`src/rtl/regfile_writeback.sv`:
```
// Register-file writeback arbiter: ALU results take the single write port first, load results
// wait in an in-order buffer whose entries are killed by younger ALU writes to the same register.
module regfile_writeback #(
  parameter int unsigned DATA_WIDTH         = 32,
  parameter int unsigned NUM_REGISTERS_LOG2 = 5,
  parameter int unsigned FIFO_DEPTH         = 4
) (
  input  logic                          clk,
  input  logic                          reset,

  input  logic                          alu_valid,
  input  logic [NUM_REGISTERS_LOG2-1:0] alu_address,
  input  logic [DATA_WIDTH-1:0]         alu_data,

  input  logic                          load_valid,
  input  logic [NUM_REGISTERS_LOG2-1:0] load_address,
  input  logic [DATA_WIDTH-1:0]         load_data,
  output logic                          load_ready,

  output logic                          write,
  output logic [NUM_REGISTERS_LOG2-1:0] write_address,
  output logic [DATA_WIDTH-1:0]         write_data,

  output logic                          other_write,
  output logic [NUM_REGISTERS_LOG2-1:0] other_write_address,
  output logic [DATA_WIDTH-1:0]         other_write_data,

  input  logic [NUM_REGISTERS_LOG2-1:0] hazard_address,
  output logic                          hazard
);

  localparam int unsigned PtrW = (FIFO_DEPTH > 1) ? $clog2(FIFO_DEPTH) : 1;
  localparam int unsigned CntW = $clog2(FIFO_DEPTH + 1);
  localparam logic [CntW-1:0] DepthCnt = CntW'(FIFO_DEPTH);

  logic [NUM_REGISTERS_LOG2-1:0] fifo_addr_q [FIFO_DEPTH];
  logic [DATA_WIDTH-1:0]         fifo_data_q [FIFO_DEPTH];
  logic [FIFO_DEPTH-1:0]         live_q, live_d;
  logic [PtrW-1:0]               rd_ptr_q, rd_ptr_d;
  logic [PtrW-1:0]               wr_ptr_q, wr_ptr_d;
  logic [CntW-1:0]               count_q, count_d;

  logic                          write_q, write_d;
  logic [NUM_REGISTERS_LOG2-1:0] write_address_q, write_address_d;
  logic [DATA_WIDTH-1:0]         write_data_q, write_data_d;

  logic alu_sel;
  logic push;
  logic pop;

  always_comb begin
    load_ready = !reset && (count_q < DepthCnt);
    alu_sel    = alu_valid && (alu_address != '0);
    // Loads to r0 still handshake but are dropped instead of buffered.
    push       = load_valid && load_ready && (load_address != '0);
    pop        = !alu_sel && (count_q != '0);
  end

  always_comb begin
    live_d = live_q;
    // An ALU write makes every older buffered load to that register dead.
    if (alu_sel) begin
      for (int i = 0; i < int'(FIFO_DEPTH); i++) begin
        if (fifo_addr_q[i] == alu_address) begin
          live_d[i] = 1'b0;
        end
      end
    end
    // Clearing on pop keeps live bits meaningful only for occupied slots.
    if (pop) begin
      live_d[rd_ptr_q] = 1'b0;
    end
    if (push) begin
      live_d[wr_ptr_q] = 1'b1;
    end
  end

  always_comb begin
    rd_ptr_d = rd_ptr_q;
    wr_ptr_d = wr_ptr_q;
    count_d  = count_q;
    if (pop) begin
      rd_ptr_d = rd_ptr_q + PtrW'(1);
    end
    if (push) begin
      wr_ptr_d = wr_ptr_q + PtrW'(1);
    end
    unique case ({push, pop})
      2'b10:   count_d = count_q + CntW'(1);
      2'b01:   count_d = count_q - CntW'(1);
      default: count_d = count_q;
    endcase
  end

  always_comb begin
    write_d         = 1'b0;
    write_address_d = write_address_q;
    write_data_d    = write_data_q;
    if (alu_sel) begin
      write_d         = 1'b1;
      write_address_d = alu_address;
      write_data_d    = alu_data;
    end else if (pop && live_q[rd_ptr_q]) begin
      write_d         = 1'b1;
      write_address_d = fifo_addr_q[rd_ptr_q];
      write_data_d    = fifo_data_q[rd_ptr_q];
    end
  end

  always_ff @(posedge clk or posedge reset) begin
    if (reset) begin
      live_q          <= '0;
      rd_ptr_q        <= '0;
      wr_ptr_q        <= '0;
      count_q         <= '0;
      write_q         <= 1'b0;
      write_address_q <= '0;
      write_data_q    <= '0;
    end else begin
      live_q          <= live_d;
      rd_ptr_q        <= rd_ptr_d;
      wr_ptr_q        <= wr_ptr_d;
      count_q         <= count_d;
      write_q         <= write_d;
      write_address_q <= write_address_d;
      write_data_q    <= write_data_d;
    end
  end

  // Payload needs no reset: a slot is only read while its live bit or count covers it.
  always_ff @(posedge clk) begin
    if (push) begin
      fifo_addr_q[wr_ptr_q] <= load_address;
      fifo_data_q[wr_ptr_q] <= load_data;
    end
  end

  always_comb begin
    hazard = 1'b0;
    for (int i = 0; i < int'(FIFO_DEPTH); i++) begin
      if (live_q[i] && (fifo_addr_q[i] == hazard_address)) begin
        hazard = 1'b1;
      end
    end
    if (reset || (hazard_address == '0)) begin
      hazard = 1'b0;
    end
  end

  assign write               = write_q;
  assign write_address       = write_address_q;
  assign write_data          = write_data_q;
  assign other_write         = write_q;
  assign other_write_address = write_address_q;
  assign other_write_data    = write_data_q;

endmodule

```
`config.mk`:
```
export PLATFORM = sky130hd
export DESIGN_NAME = regfile_writeback
export DESIGN_NICKNAME = d
export VERILOG_FILES = /design/src/rtl/regfile_writeback.sv
export SDC_FILE = /design/constraint.sdc
export NUM_CORES = 1
export LEC_CHECK = 0
export ABC_CLOCK_PERIOD_IN_PS = 2900
export CORE_ASPECT_RATIO = 0.5
export CORE_MARGIN = 1
export CORE_UTILIZATION = 30
export CTS_CLUSTER_SIZE = 24
export DETAILED_ROUTE_END_ITERATION = 6
export GPL_TIMING_DRIVEN = 0
export PLACE_DENSITY = 0.58
export RECOVER_POWER = 100
export REMOVE_ABC_BUFFERS = 1
export SLEW_MARGIN = 5
export SYNTH_ARGS = -nofsm -noshare
export SYNTH_HDL_FRONTEND = slang
export SYNTH_SLANG_ARGS = --single-unit
export TNS_END_PERCENT = 10
```
`constraint.sdc`:
```
create_clock -name clk -period 2.9 [get_ports clk]
set_input_delay 0.58 -clock clk [delete_from_list [all_inputs] [get_ports clk]]
set_output_delay 0.58 -clock clk [all_outputs]
set_load 0.02 [all_outputs]
```
======== Yosys cells after proc, flatten, opt, wreduce, memory -nomap -nowiden ========
Memories as Yosys holds them, arrays and structs flattened.
Cells that the tools add are included.
cells by class
  eq/ne operators ......................... 10
  bitwise operators ....................... 3
  order comparisons ....................... 5
  reduce and logical (&&, ||, !) cells .... 21
  mux-type cells .......................... 27
  $add $sub $neg .......................... 4
operators by type and width
  operator                                             number
  2-to-1 mux 32 bit                                    2
  == test 5 bit                                        8
  2-to-1 mux 1 bit                                     16
  logical AND 1 bit                                    12
  2-to-1 mux 4 bit                                     3
  2-to-1 mux 5 bit                                     2
  nonzero test 5 bit                                   2
  < comparator 2 x 3 -> 1 bit, second input constant   2
  case mux 3 bit (2 select lines)                      1
  zero test 5 bit                                      1
  adder 2 x 1 -> 2 bit, second input constant          2
  bitwise AND 4 bit                                    1
  demux 1 bit (select 2 bit)                           2
  >= comparator 2 x 1 -> 1 bit, second input constant  2
  inverter 4 bit                                       1
  bitwise OR 4 bit                                     1
  nonzero test 2 bit                                   2
  adder 3 x 1 -> 3 bit, second input constant          1
  < comparator 3 bit, second input constant            1
  nonzero test 3 bit                                   1
  subtractor 3 x 1 -> 3 bit, second input constant     1
  binary-select mux 1 bit (select 2 bit)               1
  == test 2 x 1 -> 1 bit, second input constant        1
  == test 2 bit, second input constant                 1
  2 further kinds                                      3
word-level totals
  register bits ........................... 49
  memories ................................ 2
  RAM bits ................................ 148
  logic and storage cells ................. 79
  output and inout port bits .............. 78
memory list
  name         depth  width  rd ports  clocked after memory_dff  write ports  RTL line  RTL
  fifo_data_q  4      32     1         0                         1            37        logic [DATA_WIDTH-1:0] fifo_data_q [FIFO_DEPTH];
  fifo_addr_q  4      5      5         0                         1            36        logic [NUM_REGISTERS_LOG2-1:0] fifo_addr_q [FIFO_DEPTH];

======== Depth between registers and ports, before layout ========
Gate-level depths: netlist of the first run.
  depth after elaboration ................. 9
  mapped depth ............................ 11
  depth with buffers taken out ............ 10

======== Worst setup path after synthesis of the first run ========
No wires, ideal clock.
  path type ............................... input to output
  start point ............................. input reset
  end point ............................... output hazard
  slack ................................... 48 ps
  required time ........................... 2,320 ps
  arrival time ............................ 2,272 ps
  stages .................................. 3
  cells stage by stage .................... inv_1 -> o21ai_0 -> a31oi_1
on the way
  cells in the longest elaborated chain, start to end .. 2
ends and longest elaborated chain
  item              RTL line  RTL
  from (decl)       9         input logic reset,
  logical OR 1 bit  145       if (reset || (hazard_address == '0)) begin
  2-to-1 mux 1 bit  145
  to (decl)         29        output logic hazard
Every way passes these cells.

======== Worst setup path after layout of the first run ========
  start point ............................. input alu_address[0]
  end point ............................... register count_q[2]
on the way
  cells in the longest elaborated chain, start to end .. 6
  elaborated cells between the ends (all ways) .. 8
ends and longest elaborated chain
  item                                                                          RTL line  RTL
  from (decl)                                                                   12        input logic [NUM_REGISTERS_LOG2-1:0] alu_address,
  nonzero test 5 bit *                                                          53        alu_sel = alu_valid && (alu_address != '0);
  logical AND 1 bit *                                                           53
  zero test 1 bit *                                                             56        pop = !alu_sel && (count_q != '0);
  logical AND 1 bit *                                                           56
  == test 2 x 1 -> 1 bit / == test 2 bit (equally long branches)                88        unique case ({push, pop})
  case mux 3 bit (2 select lines) / nonzero test 2 bit (equally long branches)  --
  to (signal assigned)                                                          123       count_q <= count_d;
  to (decl)                                                                     41        logic [CntW-1:0] count_q, count_d;
Mark *: on every way between the ends. The rest lies on a longest branch, timed or not.
A chain may end at the register's enable or synchronous reset.

==> impl_metrics.json, run 1 <==
{
  "run_status": "complete, no violations",
  "mux_share_of_post_synthesis_cell_area_pct": 14.3,
  "slew_headroom_pct": 15.1,
  "grt_use_met2_pct": 23.6,
  "post_synth_xor_area_fraction_pct": 4.59,
  "initialDrtViolationCount": 312,
  "global_route_wire_length_before_repair_um": 28100,
  "globalRouteTotalUtil_pct": 13.1,
  "drt-wirelength-per-cell_um": 17.9,
  "worstReg2RegStart": "rd_ptr_q[0]",
  "worst_setup_hold_path_clk_slew_ns": 0.07,
  "cp_data_required_time_ns": 3.26,
  "dp_cells": 1009,
  "holdWs_ns": 0.550,
  "dieArea_mm2": 0.0293,
  "cts_stage_hold_buffer_count": 0,
  "synthTopCellsByArea": "sky130_fd_sc_hd__edfxtp_1, sky130_fd_sc_hd__dfrtp_1, sky130_fd_sc_hd__mux4_2, sky130_fd_sc_hd__mux2i_1, sky130_fd_sc_hd__buf_4",
  "async_reset_ff_share_pct": 24.9,
  "global_route.usage.met1_pct": 15.8,
  "dieHeight_um": 122,
  "gr-total-overflow": 0,
  "cp_data_arrival_time_ns": 3.13,
  "drv_cap": 0,
  "hold_start": "other_write_data[29]",
  "cellLeakagePower_nw": 3.90,
  "yosysMostFrequentCell": "sky130_fd_sc_hd__edfxtp_1",
  "final_antenna_net_count": 0,
  "timing_worst_slew_pin_value_ns": 1.27,
  "critPathLaunch": "alu_address[0]",
  "vdd_ir_drop_max_mv": 0.547,
  "hpwlAfterDp_um": 12600,
  "drc": 0,
  "timing.final.setup_violations": 0,
  "vias_in_the_first_global_route": 4850,
  "synth_compound_area_share_pct": 3.51,
  "placement.cell_area_mm2": 0.0104,
  "gr-usage-met3_pct": 2.67,
  "yosysWarnings": 0,
  "holdCritPathClass": "reg2reg",
  "netlist_instances": 527,
  "dominantRegCellSynth": "sky130_fd_sc_hd__edfxtp_1",
  "ys_seq_elements": 197,
  "final_cell_area_mm2": 0.0110,
  "hold_violations": 0,
  "placeableCoreArea_mm2": 0.0279,
  "ctsHtreeMaxLevel": 4,
  "cells_on_worst_hold_path": 2,
  "grt_most_used_layer": "met2",
  "hold_end": "other_write_data[29]",
  "synth.yosys.seq_area_share_pct": 66.1,
  "power-per-cell-area_mw_per_mm2": 901,
  "clock_sink_count": 197,
  "synth-adder-area-share_pct": 1.55,
  "crit_path_max_fanout": 11,
  "setup.worst_path.end_class": "register",
  "rsz0062_at_grt": "false",
  "chipWidth_um": 241,
  "endpoint_of_the_lowest_slack_register_to_register_path": "other_write_data[11]",
  "tritoncts": "done",
  "r2r_setup_slack_ns": 0.39,
  "period_needed_ns": 2.77,
  "detailedRoute.firstPassIterationCount": 4,
  "final_nets": 744,
  "gp_routability_congestion": 0.814,
  "synthTopCellsByCount": "sky130_fd_sc_hd__edfxtp_1, sky130_fd_sc_hd__dfrtp_1, sky130_fd_sc_hd__buf_4, sky130_fd_sc_hd__nor2_1, sky130_fd_sc_hd__mux4_2",
  "routed_wire_length_um": 18700,
  "design_power_total_mw": 9.95,
  "detailroute.via_count": 4659,
  "yosysTopAreaCellShare_pct": 51.8,
  "initial_utilization_pct": 30.7,
  "final_layout_size_suffix_gt1_share_pct": 14.3,
  "syn-mean-instance-area_um2": 16.3,
  "max-clock-path-buffers": 2,
  "finish.cell_count_without_fillers": 1047,
  "post-synth-top-area-cell": "sky130_fd_sc_hd__edfxtp_1",
  "reg2regPathDepth": 6,
  "synth_simple_gate_area_share_pct": 3.81,
  "port_buffers": 160,
  "vias_per_cell": 4.45,
  "layout_setup_ws_ns": 0.131,
  "core.rowCount": 43,
  "drv_slew": 0,
  "post_placement_setup_slack_ns": -1.03,
  "cts_root_buffer": "sky130_fd_sc_hd__clkbuf_16",
  "layout_overhead_on_the_synthesized_area_pct": 28.7,
  "timing.setup.critical_path_class": "in2reg",
  "main_combinational_cell_family_by_area_after_synthesis": "multiplexers",
  "finalClockSkew_ns": 0.00772,
  "antenna_violations_before_repair": 2,
  "syn_area_mm2": 0.00858,
  "pin_count_of_the_biggest_net_entering_global_routing": 66,
  "cp-start-kind": "primary input",
  "timing.fmax_mhz": 361,
  "synth_cell_type_count": 33,
  "final.period_utilization_pct": 95.5,
  "cts_inserted_buffers": 17,
  "floorplan.io_pins": 161,
  "synth_enable_flop_cells": 148,
  "clock_insertion_delay_worst_skew_ns": 0.43
}
-- repair_timing --
action / CTS / global route
gates cloned: 0 / 1
gates resized for setup: 16 / 1
pin swaps: 1 / 1
setup endpoints to repair: 36 / 2
buffers inserted: 2 / 2
-- area by class of cell --
class,instances,area (um2)
clock buffers,21,472
repair buffers,174,1830
fillers,2544,16900
inverters,9,36.3
flip-flops and latches,197,5680
well taps,382,478
clock inverters,11,141
diodes,1,2.50
multi-input cells,252,2400
-- critical path: stages --
cell and delay [ns]:
sky130_fd_sc_hd__dlygate4sd2_1 0.34, sky130_fd_sc_hd__or4_4 0.58, sky130_fd_sc_hd__o21ai_4 0.20, sky130_fd_sc_hd__buf_12 0.19, sky130_fd_sc_hd__o31a_1 0.18, sky130_fd_sc_hd__ha_1 0.19
sky130_fd_sc_hd__inv_1 0.06, sky130_fd_sc_hd__fa_1 0.37, sky130_fd_sc_hd__xor2_1 0.15, sky130_fd_sc_hd__nor2_1 0.12, sky130_fd_sc_hd__xor2_1 0.15
-- state kept, by name, indices dropped and copies added, names as in the netlist --
| register | count |
|---|---|
| fifo_data_q | 128 |
| wr_ptr_q | 2 |
| count_q | 3 |
| fifo_addr_q | 20 |
| live_q | 4 |
| other_write_data | 32 |
| other_write_address | 5 |
| other_write | 1 |
| rd_ptr_q | 2 |
-- layout by cell type, fill, tap and decap left out, types with 4 or more instances in the layout --
cell type,instances
sky130_fd_sc_hd__edfxtp_1,148
sky130_fd_sc_hd__dlygate4sd3_1,101
sky130_fd_sc_hd__clkdlybuf4s50_1,49
sky130_fd_sc_hd__dfrtp_1,47
sky130_fd_sc_hd__nor2_1,39
sky130_fd_sc_hd__mux4_2,38
sky130_fd_sc_hd__mux2i_1,37
sky130_fd_sc_hd__a21oi_1,37
sky130_fd_sc_hd__xor2_1,30
sky130_fd_sc_hd__clkbuf_16,19
sky130_fd_sc_hd__xnor2_1,15
sky130_fd_sc_hd__nand2_1,9
sky130_fd_sc_hd__ha_1,9
sky130_fd_sc_hd__inv_1,8
sky130_fd_sc_hd__dlygate4sd2_1,8
sky130_fd_sc_hd__nand3_1,7
sky130_fd_sc_hd__buf_12,7
sky130_fd_sc_hd__nor4_1,6
sky130_fd_sc_hd__and2_2,4
sky130_fd_sc_hd__a31o_1,4
sky130_fd_sc_hd__buf_4,4
-- report_power, final --
group / switching (mW) / internal [mW]
logic: 1.87 / 1.73
clock network: 1.07 / 1.37
registers: 0.374 / 3.54
total: 3.31 / 6.64
-- per-layer routing --
metal  part of all wire, %  routed length (um)
met5                     0                   0
met4                   1.3                 248
met3                   2.0                 370
met2                    53                9980
met1                    43                8100
-- cell families after synthesis --
logic type / Yosys count
AOI/OAI and AO/OA: 50
xor gates and xnor gates: 45
adders and majority gates: 10
buffers and inverters: 78
DFF: 197
muxes: 75
and+or+nand+nor: 72
-- through the flow --
stage	utilization (%)	setup TNS, ns
final	39.5	0
after global routing	39.5	0
after CTS	39.4	0
after detailed placement	37.1	-38.48
after global placement	36.4	-261.37
after floorplan	-	-20.27
-- worst max path at each step --
stage | to | slack (ns)
floorplan | count_q[2] | -0.70
global placement | other_write_data[25] | -2.24
detailed placement | count_q[2] | -1.03
CTS | hazard | 0.03
global route | count_q[2] | 0.000008
finish | count_q[2] | 0.13
No activity file was read; power rests on OpenSTA's default activity.
==> run 2, diff against run 1 <==
--- a/config.mk
+++ b/config.mk
@@ -9,12 +9,13 @@
 export CORE_ASPECT_RATIO = 0.5
 export CORE_MARGIN = 1
 export CORE_UTILIZATION = 30
-export CTS_CLUSTER_SIZE = 24
 export DETAILED_ROUTE_END_ITERATION = 6
 export GPL_TIMING_DRIVEN = 0
+export MAX_ROUTING_LAYER = met4
 export PLACE_DENSITY = 0.58
 export RECOVER_POWER = 100
 export REMOVE_ABC_BUFFERS = 1
+export SKIP_CTS_REPAIR_TIMING = 1
 export SLEW_MARGIN = 5
 export SYNTH_ARGS = -nofsm -noshare
 export SYNTH_HDL_FRONTEND = slang
==> impl_metrics.json, run 2 (synthesis results as in run 1) <==
{
  "run_status": "complete, no violations",
  "clock_insertion_delay_worst_skew_ns": 0.43,
  "timing.setup.critical_path_class": "in2out",
  "gp_routability_congestion": 0.824,
  "timing_worst_slew_pin_value_ns": 0.704,
  "net_switching_power_mw": 3.28,
  "insertedDiodeCount": 0,
  "critical-path-max-stage-delay_ns": 0.56,
  "timing.critical_path.buf_inv": 2,
  "routed_wire_length_um": 18500,
  "library_cell_appearing_most_often_on_the_critical_path": "sky130_fd_sc_hd__a31oi_1",
  "cts_inserted_buffers": 17,
  "holdCritPathClass": "in2async",
  "dieArea_mm2": 0.0293,
  "timing.final.setup_violations": 0,
  "gr-total-overflow": 0,
  "antenna_violations_before_repair": 0,
  "commonest_non_fill_non_tap_cells_in_the_layout": "sky130_fd_sc_hd__edfxtp_1, sky130_fd_sc_hd__dlygate4sd3_1, sky130_fd_sc_hd__dfrtp_1",
  "finalClockSkew_ns": 0.00907,
  "power_frac_clock_pct": 23.0,
  "global_route_wire_length_before_repair_um": 28600,
  "cpLargestDelayFamily": "buffers and inverters",
  "layout.core_utilization_pct": 39.2,
  "swShare_pct": 33.8,
  "vdd_ir_drop_max_mv": 0.455,
  "top_register": "fifo_data_q",
  "core.rowCount": 43,
  "internal_cell_power_mw": 6.44,
  "port_buffers": 160,
  "holdWs_ns": 0.508,
  "hold_violations": 0,
  "placeableCoreArea_mm2": 0.0279,
  "drv_slew": 0,
  "drt-wirelength-per-cell_um": 17.8,
  "cts_root_buffer": "sky130_fd_sc_hd__clkbuf_16",
  "setup.worst_path.end_class": "output pin",
  "cpMaxStageDelayCell": "sky130_fd_sc_hd__clkdlybuf4s50_1",
  "chipWidth_um": 241,
  "slew_headroom_pct": 53.0,
  "detailedRoute.firstPassIterationCount": 4,
  "final_nets": 741,
  "leading_cell_type_in_the_layout_fill_and_taps_excluded": "sky130_fd_sc_hd__edfxtp_1",
  "dieHeight_um": 122,
  "cp_data_arrival_time_ns": 2.22,
  "power-per-cell-area_mw_per_mm2": 889,
  "n_fill_cell": 2571,
  "final_cell_area_mm2": 0.0109,
  "cellLeakagePower_nw": 3.86,
  "final.period_utilization_pct": 96.6,
  "detailroute.via_count": 4633,
  "floorplan.io_pins": 161,
  "max-clock-path-buffers": 2,
  "timing.fmax_mhz": 357,
  "hpwlAfterDp_um": 13000,
  "vias_per_cell": 4.44,
  "globalRouteTotalUtil_pct": 13.6,
  "drc": 0,
  "cp_data_required_time_ns": 2.32,
  "drv_cap": 0,
  "worst_setup_hold_path_clk_slew_ns": 0.07,
  "vias_in_the_first_global_route": 4849,
  "critical_path.cell_chain": "clkdlybuf4s50_1 -> xor2_1 -> nor4_1 -> and3_1 -> a31oi_1 -> a31oi_1 -> clkbuf_2",
  "rsz0062_at_grt": "false",
  "final_antenna_net_count": 0,
  "crit_path_max_fanout": 5,
  "ctsHtreeMaxLevel": 4,
  "tritoncts": "done",
  "initial_utilization_pct": 30.7,
  "largest_register_ff_count": 128,
  "combinationalPowerShare_pct": 36.7,
  "pin_count_of_the_biggest_net_entering_global_routing": 66,
  "cp-start-kind": "primary input",
  "period_needed_ns": 2.80,
  "initialDrtViolationCount": 343,
  "final_layout_size_suffix_gt1_share_pct": 13.2,
  "power.share.sequential_pct": 40.3,
  "placement.cell_area_mm2": 0.0104,
  "layout_overhead_on_the_synthesized_area_pct": 27.5,
  "clock_sink_count": 197
}
-- run 2: cell count changes in the layout (fill, tap and decap cells not counted), moves of 2 or more --
cell / change
sky130_fd_sc_hd__clkdlybuf4s50_1: -11
sky130_fd_sc_hd__clkbuf_16: -2
sky130_fd_sc_hd__clkinv_1: +2
sky130_fd_sc_hd__dlymetal6s2s_1: +4
sky130_fd_sc_hd__buf_16: +2
sky130_fd_sc_hd__inv_6: +2
sky130_fd_sc_hd__clkinv_2: -2
sky130_fd_sc_hd__dlygate4sd2_1: -8
sky130_fd_sc_hd__buf_4: -2
sky130_fd_sc_hd__dlygate4sd3_1: +13
sky130_fd_sc_hd__clkbuf_1: +5
-- run 2: power by group through the flow --
stage	Combinational, mW	Clock, mW	Sequential (mW)
6_report	3.57	2.24	3.92
5_1_grt	3.87	2.40	3.99
4_1_cts	3.84	2.29	3.95
3_5_place_dp	3.83	0	4.01
3_3_place_gp	3.50	0	4.24
2_1_floorplan	1.35	0	4.70
-- run 2: path summary, 6_finish.rpt --
kind                              startpoint                    to  slack [ns]  cells after the start
max                        hazard_address[1]                hazard         0.1                      7
min                                    reset            count_q[0]        0.51                      2
max reg2reg                      rd_ptr_q[0]  other_write_data[26]        0.39                      6
min reg2reg                        live_q[3]             live_q[3]        0.52                      1
max in group asynchronous              reset  other_write_data[29]        1.91                      3
min in group clk                   live_q[3]             live_q[3]        0.52                      1
-- run 2: final cells by class --
cell class / instances / area, um2 / share of cell area [%]
multi-input combinational: 252 / 2400 / 21.9
sequential: 197 / 5680 / 51.9
clock buffer: 22 / 444 / 4.06
inverter: 9 / 36.3 / 0.332
clock inverter: 10 / 98.8 / 0.903
tap: 382 / 478 / 4.37
timing repair buffer: 171 / 1810 / 16.6
-- run 2: per-layer routing --
layer	global-route usage [%]	routed length [um]	part of all wire (%)
met1	16.4	8010	43
met2	23.4	10000	54
met3	2.31	321	1.7
met4	4.27	188	1.0
met5	-	0	0
-- run 2: stage by stage --
step / setup TNS (ns) / power (mW) / worst slack, ns / cells
after floorplan: -20.27 / 6.06 / -0.704 / 458
after global placement: -259.19 / 7.74 / -2.23 / 1000
after detailed placement: -41.80 / 7.84 / -1.03 / 1009
after CTS: -10.08 / 10.1 / -0.577 / 1041
after global routing: 0 / 10.3 / 0.0433 / 1043
final: 0 / 9.72 / 0.0992 / 1043
